$ cat src/rtl/ysyx_22050019_axi_rd_arb.sv
// N-to-1 AXI-lite read arbiter: one whole AR+R transaction per grant.
// Define YSYX_22050019_ARB_RR_EN for round-robin, else highest index wins.
module ysyx_22050019_axi_rd_arb #(
  parameter int N      = 2,
  parameter int ADDR_W = 64,
  parameter int DATA_W = 64
) (
  input  logic                  clk,
  input  logic                  rst_n,
  input  logic [N-1:0]          m_arvalid,
  input  logic [N*ADDR_W-1:0]   m_araddr,
  output logic [N-1:0]          m_arready,
  output logic [N-1:0]          m_rvalid,
  output logic [DATA_W-1:0]     m_rdata,
  output logic [1:0]            m_rresp,
  input  logic [N-1:0]          m_rready,
  output logic                  s_arvalid,
  output logic [ADDR_W-1:0]     s_araddr,
  input  logic                  s_arready,
  input  logic                  s_rvalid,
  input  logic [DATA_W-1:0]     s_rdata,
  input  logic [1:0]            s_rresp,
  output logic                  s_rready,
  output logic [$clog2(N)-1:0]  grant,
  output logic                  busy
);

  localparam int GW = $clog2(N);

  typedef enum logic [1:0] {
    IDLE = 2'd0,
    ADDR = 2'd1,
    DATA = 2'd2
  } state_e;

  state_e          state_q;
  logic [GW-1:0]   grant_q;
  logic [GW-1:0]   win;

`ifdef YSYX_22050019_ARB_RR_EN
  logic [GW-1:0]   rr_ptr_q;
  logic [GW-1:0]   rr_ptr_d;

  // Round-robin pick: first requester scanning cyclically from rr_ptr.
  always_comb begin
    int j;
    j   = 0;
    win = '0;
    for (int k = N - 1; k >= 0; k--) begin
      j = int'(rr_ptr_q) + k;
      if (j >= N) j = j - N;
      if (m_arvalid[j]) win = GW'(j);
    end
    rr_ptr_d = (grant_q == GW'(N - 1)) ? '0 : grant_q + 1'b1;
  end
`else
  // Fixed priority pick: highest requesting index wins.
  always_comb begin
    win = '0;
    for (int i = 0; i < N; i++) begin
      if (m_arvalid[i]) win = GW'(i);
    end
  end
`endif

  // Transaction FSM: latch winner in IDLE, hold grant until R handshake.
  always_ff @(posedge clk or negedge rst_n) begin
    if (!rst_n) begin
      state_q  <= IDLE;
      grant_q  <= '0;
`ifdef YSYX_22050019_ARB_RR_EN
      rr_ptr_q <= '0;
`endif
    end else begin
      unique case (state_q)
        IDLE: begin
          if (|m_arvalid) begin
            grant_q <= win;
            state_q <= ADDR;
          end
        end
        ADDR: begin
          if (s_arvalid & s_arready) state_q <= DATA;
        end
        DATA: begin
          if (s_rvalid & s_rready) begin
            state_q  <= IDLE;
`ifdef YSYX_22050019_ARB_RR_EN
            rr_ptr_q <= rr_ptr_d;
`endif
          end
        end
        default: state_q <= IDLE;
      endcase
    end
  end

  // Combinational routing between the granted master and the slave.
  always_comb begin
    m_arready = '0;
    m_rvalid  = '0;
    s_arvalid = 1'b0;
    s_araddr  = '0;
    s_rready  = 1'b0;
    unique case (state_q)
      ADDR: begin
        s_arvalid          = m_arvalid[grant_q];
        s_araddr           = m_araddr[int'(grant_q)*ADDR_W +: ADDR_W];
        m_arready[grant_q] = s_arready;
      end
      DATA: begin
        m_rvalid[grant_q] = s_rvalid;
        s_rready          = m_rready[grant_q];
      end
      default: ;
    endcase
  end

  assign m_rdata = s_rdata;
  assign m_rresp = s_rresp;
  assign grant   = grant_q;
  assign busy    = (state_q != IDLE);

endmodule

$ cat config.mk
export PLATFORM = sky130hd
export DESIGN_NAME = ysyx_22050019_axi_rd_arb
export DESIGN_NICKNAME = d
export VERILOG_FILES = /design/src/rtl/ysyx_22050019_axi_rd_arb.sv
export SDC_FILE = /design/constraint.sdc
export NUM_CORES = 1
export LEC_CHECK = 0
export BUFFER_PORTS_ARGS = -buffer_cell sky130_fd_sc_hd__buf_4
export CORE_AREA = 4 4 130 132
export CTS_BUF_LIST = sky130_fd_sc_hd__clkbuf_4
export DETAILED_ROUTE_END_ITERATION = 10
export DIE_AREA = 0 0 134 136
export GPL_TIMING_DRIVEN = 0
export PLACE_DENSITY = 0.39
export SYNTH_ARGS = -nofsm -noshare
export SYNTH_HDL_FRONTEND = slang
export SYNTH_SLANG_ARGS = --single-unit
$ cat constraint.sdc
create_clock -name clk -period 2 [get_ports clk]
set_input_delay 0.3 -clock clk [delete_from_list [all_inputs] [get_ports clk]]
set_output_delay 0.3 -clock clk [all_outputs]
set_load 0.005 [all_outputs]
==> summary.md, run 1 <==
| Metric | Value |
|---|---|
| Synthesized Nets | `437` |
| PortBufs | `273` |
| Max-cap viol count | `0` |
| Relative slew margins | `0.8209` |
| R2R setup slack | `0.80 ns` |
| Hold depth | `2` |
| Routed len/inst | `14.76 µm` |
| Tmin final | `1.891 ns` |
| Area share of the largest cell type after synthesis | `0.3835` |
| Ant. Diodes | `0` |
| Die height | `136 µm` |
| Setup CP Type | `reg2out` |
| Clock transition at path regs | `0.04 ns` |
| Max Root-Sink Buffers | `2` |
| Total grt overflow | `0` |
| DP HPWL | `9.709 mm` |
| Hold Fails Final Rpt | `0` |
| CP max stage cell | `dfrtp_1` |
| Tot GR Track Use | `0.1038` |
| Vias in the first global route | `2753` |
| Post-DRT Antenna Nets | `0` |
| Seq/Total Area, Yosys | `0.04425` |
| Worst Path Required | `1.70 ns` |
| FMAX | `528.7 MHz` |
| Setup slack after layout | `0.1086 ns` |
| Static leakage | `2.366 nW` |
| Critical Path Max Stage Delay | `0.42 ns` |
| Die area | `18220 µm²` |
| Setup TNS | `0 ns` |
| CP arrival | `1.59 ns` |
| Dpl cell area | `4016 µm²` |
| Setup Skew | `0.003267 ns` |
| # rows | `46` |
| Final Util | `0.2578` |
| Slew @ Worst Pin | `0.2687 ns` |
| Slew Limit Fails | `0` |
| 1st-pass router iterations | `5` |
| Clk_lat worst skew | `0.23 ns` |
| Area growth from synthesis to layout | `138.7%` |
| Clock root cell | `clkbuf_4` |
| Layout cells sized above 1 | `0.7031` |
| Fill cells | `1796` |
| Finish-stage setup viols | `0` |
| Power per cell area | `893.2 nW/µm²` |
| Starting Density | `0.1080` |
| Crit-path cells | `nand2b_1, clkbuf_4, buf_2, nor2_1, buf_4` |
| Worst Path Max Fanout | `10` |
| Gpl congestion | `0.8001` |
| Ports | `340` |
| Netlist cell types | `18` |
| Largest net degree at the start of global routing | `11` |
| Setup WS pre-CTS | `0.2666 ns` |
| HP Class | `in2reg` |
| Finished layout cell area | `4050 µm²` |
| Buf/Inv on CP | `3` |
| Status | `finished clean` |
| DRT iter0 DRCs | `29` |
| Dpl cells | `724` |
| Fin nets | `715` |
| Vias per cell | `3.544` |
| Htree depth | `1` |
| Syn avg cell area | `7.220 µm²` |
| Worst vdd ir | `325.0 µV` |
| RSZ-0062 raised after global routing | `no` |
| Synth warnings | `0` |
| Crit path depth | `5` |
| Synth top area cells | `mux2i_1 (38%), buf_4 (31%), nor2_1 (15%)` |
| Non-filler cells, final | `728` |
| Fin crit share | `0.9457` |
| Mapped Cells | `235` |
| Via count | `2580` |
| CTS tree | `built` |
| Total CTS buffers | `3` |
| CP Capture Type | `output port` |
| CP delay by family, top | `buffers and inverters` |
| Chip Width | `134 µm` |
| Syn Std Cell Area | `1697 µm²` |
| Global-route wire length before repair | `14.95 mm` |
| Crit path launch type | `flop` |
| Worst Reg-to-Reg Cells | `3` |
| Clock sink count | `3` |
| Post-Route WL | `10.74 mm` |
| Register bit count reported by yosys | `3` |
| Core ar. | `15710 µm²` |
| Antenna violations before repair | `0` |
| Post-synth top area cell | `mux2i_1` |
| # DRC | `0` |
per-layer routing:
metal | wire length (µm) | part of all wire | vias to the layer above | global-route usage
met3 | 1114 | 0.10 | 4 | 0.02998
met5 | 0 | 0 | - | 0
li1 | - | - | 1257 | -
met1 | 3324 | 0.31 | 1139 | 0.09657
met4 | 43 | 0.0040 | 0 | 0.01429
met2 | 6261 | 0.58 | 180 | 0.2235
worst register-to-register path, cell delays in order, from the launching register on:
cell,delay [ns]
dfrtp_1,0.38
buf_6,0.16
mux2_4,0.32
a311oi_2,0.25
synth_stat cells:
master,count
a22o_1,1
a311oi_2,1
and2_1,1
and3_1,2
buf_2,8
buf_4,70
buf_6,3
dfrtp_1,3
inv_1,2
mux2_4,1
mux2i_1,65
nand2_1,4
nand2b_1,1
nand3_1,1
nor2_1,67
nor2b_1,3
nor3_1,1
o21ai_0,1
cells in the final DEF (no fill, tap or decap):
cell type and n:
a22o_1 1, a311oi_2 1, and2_1 1, and3_1 2, buf_2 7, buf_4 343
buf_6 2, clkbuf_4 5, dfrtp_1 3, dlygate4sd3_1 1, inv_1 2, mux2_4 1
mux2i_1 65, nand2_1 4, nand2b_1 1, nand3_1 1, nor2_1 66, nor2_2 1
nor2b_1 3, nor3_1 1, o21ai_0 1
logic make-up after synthesis:
| group | synth area share |
|---|---|
| mux | 0.3923 |
| flops | 0.04425 |
| compound gates | 0.01696 |
| buf+inv | 0.3577 |
| simple gates | 0.1888 |
registers in the layout, indices dropped and copies added, names as in the netlist:
| signal | cells |
|---|---|
| state_q | 2 |
| grant | 1 |
power breakdown:
part | switching [mW] | leakage, nW | internal (mW)
clock | 0.0317 | 0.0184 | 0.0883
sequential | 0.0362 | 0.0357 | 0.0897
combinational | 1.51 | 2.31 | 1.86
what timing repair did:
| action | in CTS | in global routing |
|---|---|---|
| endpoints found under the hold margin | 3 | 0 |
| gates resized for setup | 0 | 2 |
| endpoints found under the setup margin | 0 | 8 |
| buffers inserted | 0 | 0 |
| hold buffers | 1 | 0 |
final timing paths:
kind / start / endpoint
setup / recovery: state_q[1] / s_araddr[56]
hold / removal: s_arready / state_q[0]
setup reg to reg: grant / state_q[0]
hold reg to reg: state_q[1] / state_q[0]
max in group asynchronous: rst_n / state_q[1]
min in group asynchronous: rst_n / grant
final cells by class:
| class | instances | area, µm² | area share |
|---|---|---|---|
| timing repair buffer | 274 | 2059 | 0.5085 |
| sequential | 3 | 75.07 | 0.01854 |
| clock buffer | 4 | 30.03 | 0.007414 |
| tap | 216 | 270.3 | 0.06673 |
| multi-input combinational | 149 | 1017 | 0.2512 |
| inverter | 2 | 7.507 | 0.001854 |
| buffer | 80 | 590.6 | 0.1458 |
stage by stage:
step	hold WS [ns]	power, mW
after floorplan	0.004409	1.818
after global placement	0.09186	3.601
after detailed placement	0.09474	3.600
after CTS	0.2960	3.735
after global routing	0.3072	3.959
final	0.3040	3.618
No activity file was read; power rests on OpenSTA's default activity.
==> run 2: changes to the inputs <==
--- a/config.mk
+++ b/config.mk
@@ -7,3 +7,3 @@
 export LEC_CHECK = 0
-export BUFFER_PORTS_ARGS = -buffer_cell sky130_fd_sc_hd__buf_4
+export BUFFER_PORTS_ARGS = -buffer_cell sky130_fd_sc_hd__buf_2
 export CORE_AREA = 4 4 130 132
@@ -13,2 +13,3 @@
 export GPL_TIMING_DRIVEN = 0
+export HOLD_SLACK_MARGIN = 0.06
 export PLACE_DENSITY = 0.39
==> constraint.sdc (replaced) <==
create_clock -name clk -period 2 [get_ports clk]
set_input_delay 0.2 -clock clk [delete_from_list [all_inputs] [get_ports clk]]
set_output_delay 0.2 -clock clk [all_outputs]
set_load 0.005 [all_outputs]
==> summary.md, run 2 (synthesis results as in run 1) <==
| Metric | Value |
|---|---|
| Routed len/inst | `13.83 µm` |
| Dpl cells | `724` |
| Fin crit share | `0.9342` |
| Max reg flops | `2` |
| HP Class | `in2reg` |
| Logic pwr share | `0.921` |
| Clock transition at path regs | `0.04 ns` |
| Layout cells sized above 1 | `0.7018` |
| Hold Fails Final Rpt | `0` |
| Non-filler cells, final | `730` |
| Static leakage | `2.169 nW` |
| Vias per cell | `3.542` |
| Finish-stage setup viols | `0` |
| Tot GR Track Use | `0.09614` |
| Worst Path Max Fanout | `10` |
| Clock sink count | `3` |
| Setup TNS | `0 ns` |
| Die area | `18220 µm²` |
| # DRC | `0` |
| Gpl congestion | `0.9040` |
| PortBufs | `273` |
| Die height | `136 µm` |
| Relative slew margins | `0.8032` |
| DP HPWL | `9.102 mm` |
| RSZ-0062 raised after global routing | `no` |
| Max Root-Sink Buffers | `2` |
| Setup CP Type | `reg2out` |
| Slew Limit Fails | `0` |
| DRT iter0 DRCs | `46` |
| Sequential share of power | `0.039` |
| Fill cells | `1833` |
| Total CTS buffers | `3` |
| Tmin final | `1.868 ns` |
| PostCTS Resize Cnt | `0` |
| Clock root cell | `clkbuf_4` |
| # rows | `46` |
| Status | `finished clean` |
| Fin nets | `716` |
| CTS tree | `built` |
| CP Capture Type | `output port` |
| Post-DRT Antenna Nets | `0` |
| Via count | `2586` |
| Vias in the first global route | `2701` |
| Most frequent cells in the layout | `buf_2 (281), buf_4 (70), nor2_1 (67)` |
| Chip Width | `134 µm` |
| Hold slack | `0.2179 ns` |
| Crit path launch type | `flop` |
| Core ar. | `15710 µm²` |
| Max-cap viol count | `0` |
| Setup slack after layout | `0.1317 ns` |
| Setup WS pre-CTS | `0.3145 ns` |
| Largest Register | `state_q` |
| Clock power frac | `0.040` |
| Largest net degree at the start of global routing | `11` |
| FMAX | `535.2 MHz` |
| Pint | `1.590 mW` |
| Worst vdd ir | `238.7 µV` |
| 1st-pass router iterations | `4` |
| Sw frac | `0.4913` |
| Antenna violations before repair | `1` |
| Htree depth | `1` |
| CP arrival | `1.67 ns` |
| Post-Route WL | `10.10 mm` |
| Ports | `340` |
| Starting Density | `0.1080` |
| Power per cell area | `925.8 nW/µm²` |
| Commonest non-fill, non-tap cell in the layout | `buf_2` |
| Global-route wire length before repair | `13.98 mm` |
| Area growth from synthesis to layout | `98.97%` |
| Total grt overflow | `0` |
| Worst Path Required | `1.80 ns` |
| Clk_lat worst skew | `0.24 ns` |
| Setup Skew | `0.001355 ns` |
| Psw | `1.535 mW` |
| Slew @ Worst Pin | `0.2953 ns` |
-- run 2: changes by cell type in the layout (fill, tap and decap cells not counted), sizes merged --
| cell | previous run | this run |
|---|---|---|
| buf | 352 | 354 |
| clkbuf | 5 | 4 |
| diode | 0 | 1 |
-- run 2: power groups by stage --
stage / Sequential (mW) / Combinational [mW] / Clock, mW
final: 0.123 / 2.88 / 0.125
after global routing: 0.129 / 3.18 / 0.129
after CTS: 0.125 / 2.95 / 0.129
after detailed placement: 0.126 / 2.94 / 0
after global placement: 0.123 / 2.93 / 0
after floorplan: 0.119 / 1.70 / 0
-- run 2: metrics by stage --
| step | utilization | total power, mW | area (µm²) |
|---|---|---|---|
| global placement | 0.2121 | 3.055 | 3333 |
| CTS | 0.2147 | 3.205 | 3373 |
| global route | 0.2148 | 3.441 | 3376 |
| floorplan | - | 1.818 | 1697 |
| detailed placement | 0.2121 | 3.066 | 3333 |
| finish | 0.2148 | 3.125 | 3376 |
-- run 2: final cells by class --
type                       count  area (µm²)  share of cell area
antenna                        1       2.502           0.0007413
timing repair buffer         274        1376              0.4077
inverter                       2       7.507            0.002224
clock buffer                   4       30.03            0.008895
multi-input combinational    149        1015              0.3006
tap                          216       270.3             0.08006
sequential                     3       75.07             0.02224
buffer                        81       599.3              0.1775
-- run 2: final timing paths --
check                      slack, ns       start      endpoint  cells past startpoint
min reg2reg                     0.51  state_q[1]    state_q[0]                      1
max                             0.13       grant  s_araddr[53]                      6
min                             0.22   s_arready    state_q[0]                      2
max reg2reg                     0.81       grant    state_q[0]                      3
max in group asynchronous       1.61       rst_n    state_q[1]                      2
min in group asynchronous       0.28       rst_n    state_q[0]                      2
-- run 2: worst max-delay path, cell delays in order, from the launching register on --
cell     delay (ns)
dfrtp_1        0.35
buf_6          0.16
buf_6          0.20
buf_6          0.21
mux2i_1        0.30
nor2_1         0.07
buf_2          0.13
-- run 2: what timing repair did --
item | 4_1_cts | 5_1_grt
hold endpoints to repair | 3 | 0
setup buffers | 0 | 0
hold buffers | 1 | 0
-- run 2: routing by layer --
layer / GRT usage / vias to the layer above / wire [µm]
met3: 0.02554 / 4 / 1012
met5: 0 / - / 0
met1: 0.08727 / 1146 / 3121
met4: 0.02000 / 0 / 78
li1: - / 1256 / -
met2: 0.2080 / 180 / 5882
==> run 3: changes to the inputs <==
Settings changed: CELL_PAD_IN_SITES_DETAIL_PLACEMENT set to 0, CELL_PAD_IN_SITES_GLOBAL_PLACEMENT set to 1, CORE_AREA 4 4 130 132 to 4 4 129 131, DIE_AREA 0 0 134 136 to 0 0 133 135, PLACE_DENSITY 0.39 to 0.65, SETUP_SLACK_MARGIN set to 0.3.
==> summary.md, run 3 (synthesis results as in run 1) <==
| Metric | Value |
|---|---|
| PortBufs | `273` |
| # DRC | `0` |
| Max-cap viol count | `0` |
| Max Root-Sink Buffers | `2` |
| Relative slew margins | `0.8608` |
| Worst vdd ir | `427.4 µV` |
| FMAX | `613.6 MHz` |
| Post-Route WL | `8.839 mm` |
| Finish-stage setup viols | `0` |
| Hold slack | `0.2164 ns` |
| Max reg flops | `2` |
| Clock root cell | `clkbuf_4` |
| Largest Register | `state_q` |
| Buf/Inv on CP | `4` |
| Vias per cell | `3.411` |
| Die area | `17960 µm²` |
| HP Class | `in2reg` |
| Fin crit share | `0.8148` |
| Hold Fails Final Rpt | `0` |
| Routed len/inst | `12.03 µm` |
| Tmin final | `1.630 ns` |
| 1st-pass router iterations | `4` |
| Starting Density | `0.1088` |
| Crit path from | `grant` |
| Layout cells sized above 1 | `0.7110` |
| Gpl congestion | `0.7279` |
| CP delay by family, top | `buffers and inverters` |
| DRT iter0 DRCs | `17` |
| # rows | `46` |
| Slew Limit Fails | `0` |
| CP arrival | `1.43 ns` |
| Setup Skew | `0.001328 ns` |
| Die height | `135 µm` |
| Vias in the first global route | `2499` |
| Setup CP Type | `reg2out` |
| Total CTS buffers | `3` |
| Htree depth | `1` |
| Largest net degree at the start of global routing | `11` |
| Final Util | `0.2240` |
| CP max stage cell | `dfrtp_1` |
| Core ar. | `15600 µm²` |
| Ant. Diodes | `0` |
| R2R setup slack | `0.80 ns` |
| Ports | `340` |
| Slew @ Worst Pin | `0.2030 ns` |
| Crit-path cells | `buf_8, buf_12, buf_12, mux2i_2, nor2_1, buf_2` |
| Hold_sp | `s_arready` |
| Most frequent cells in the layout | `buf_2 (273), buf_4 (80), nor2_1 (67)` |
| Total grt overflow | `0` |
| Power per cell area | `962.1 nW/µm²` |
| Area growth from synthesis to layout | `105.9%` |
| Clock sink count | `3` |
| Worst Path Max Fanout | `10` |
| Via count | `2507` |
| Clock transition at path regs | `0.04 ns` |
| Clk_lat worst skew | `0.23 ns` |
| Worst Path Required | `1.80 ns` |
| Global-route wire length before repair | `12.50 mm` |
| CTS tree | `built` |
| Antenna violations before repair | `0` |
| CP Capture Type | `output port` |
| RSZ-0062 raised after global routing | `yes` |
| Crit path launch type | `flop` |
| Status | `finished clean` |
| Fin nets | `722` |
| DP HPWL | `7.817 mm` |
| Commonest non-fill, non-tap cell in the layout | `buf_2` |
| Critical Path Max Stage Delay | `0.36 ns` |
| RR Startpoint | `grant` |
| Setup TNS | `0 ns` |
| Static leakage | `2.214 nW` |
| Post-DRT Antenna Nets | `0` |
| CP most frequent cell | `buf_12` |
| Tot GR Track Use | `0.08487` |
| Chip Width | `133 µm` |
[run 3: metrics by stage]
step                      setup slack (ns)  total power, mW  instance area [µm²]  std cells
after floorplan                     0.7593            1.818                 1697        235
after global placement              0.4243            3.066                 3333        724
after global routing                0.2776            3.728                 3493        735
after CTS                           0.3011            3.328                 3435        732
final                               0.3703            3.361                 3493        735
after detailed placement            0.4288            3.038                 3333        724
[run 3: final timing paths]
kind                                end  cells after the start
setup / recovery           s_araddr[48]                      6
hold / removal               state_q[0]                      2
setup reg to reg             state_q[0]                      3
hold reg to reg              state_q[0]                      2
max in group asynchronous    state_q[1]                      2
min in group asynchronous    state_q[1]                      2
[run 3: metal layers]
layer  GRT usage  vias up  routed length, µm
met1     0.08311     1038               2883
met4     0.01848        0                116
met2      0.1733      197               4802
met5           0        -                  0
met3     0.02534        6               1037
li1            -     1266                  -
[run 3: timing repair]
action,in CTS,in global routing
buffers inserted,3,3
setup endpoints to repair,60,60
gates resized for setup,7,15
endpoints found under the hold margin,3,0
hold buffers,1,0
[run 3: layout make-up]
class,count,area [µm²]
timing repair buffer,280,1434
fill,1788,12100
tap,216,270.3
sequential,3,76.32
inverter,2,7.507
multi-input combinational,149,1031
clock buffer,4,30.03
buffer,81,644.4
[run 3: report_power, final]
group / leakage (nW) / switching (mW) / internal (mW) / total [mW]
Sequential: 0.0343 / 0.0280 / 0.0911 / 0.119
Combinational: 2.16 / 1.48 / 1.64 / 3.12
Clock: 0.0184 / 0.0334 / 0.0884 / 0.122
Total: 2.21 / 1.54 / 1.82 / 3.36
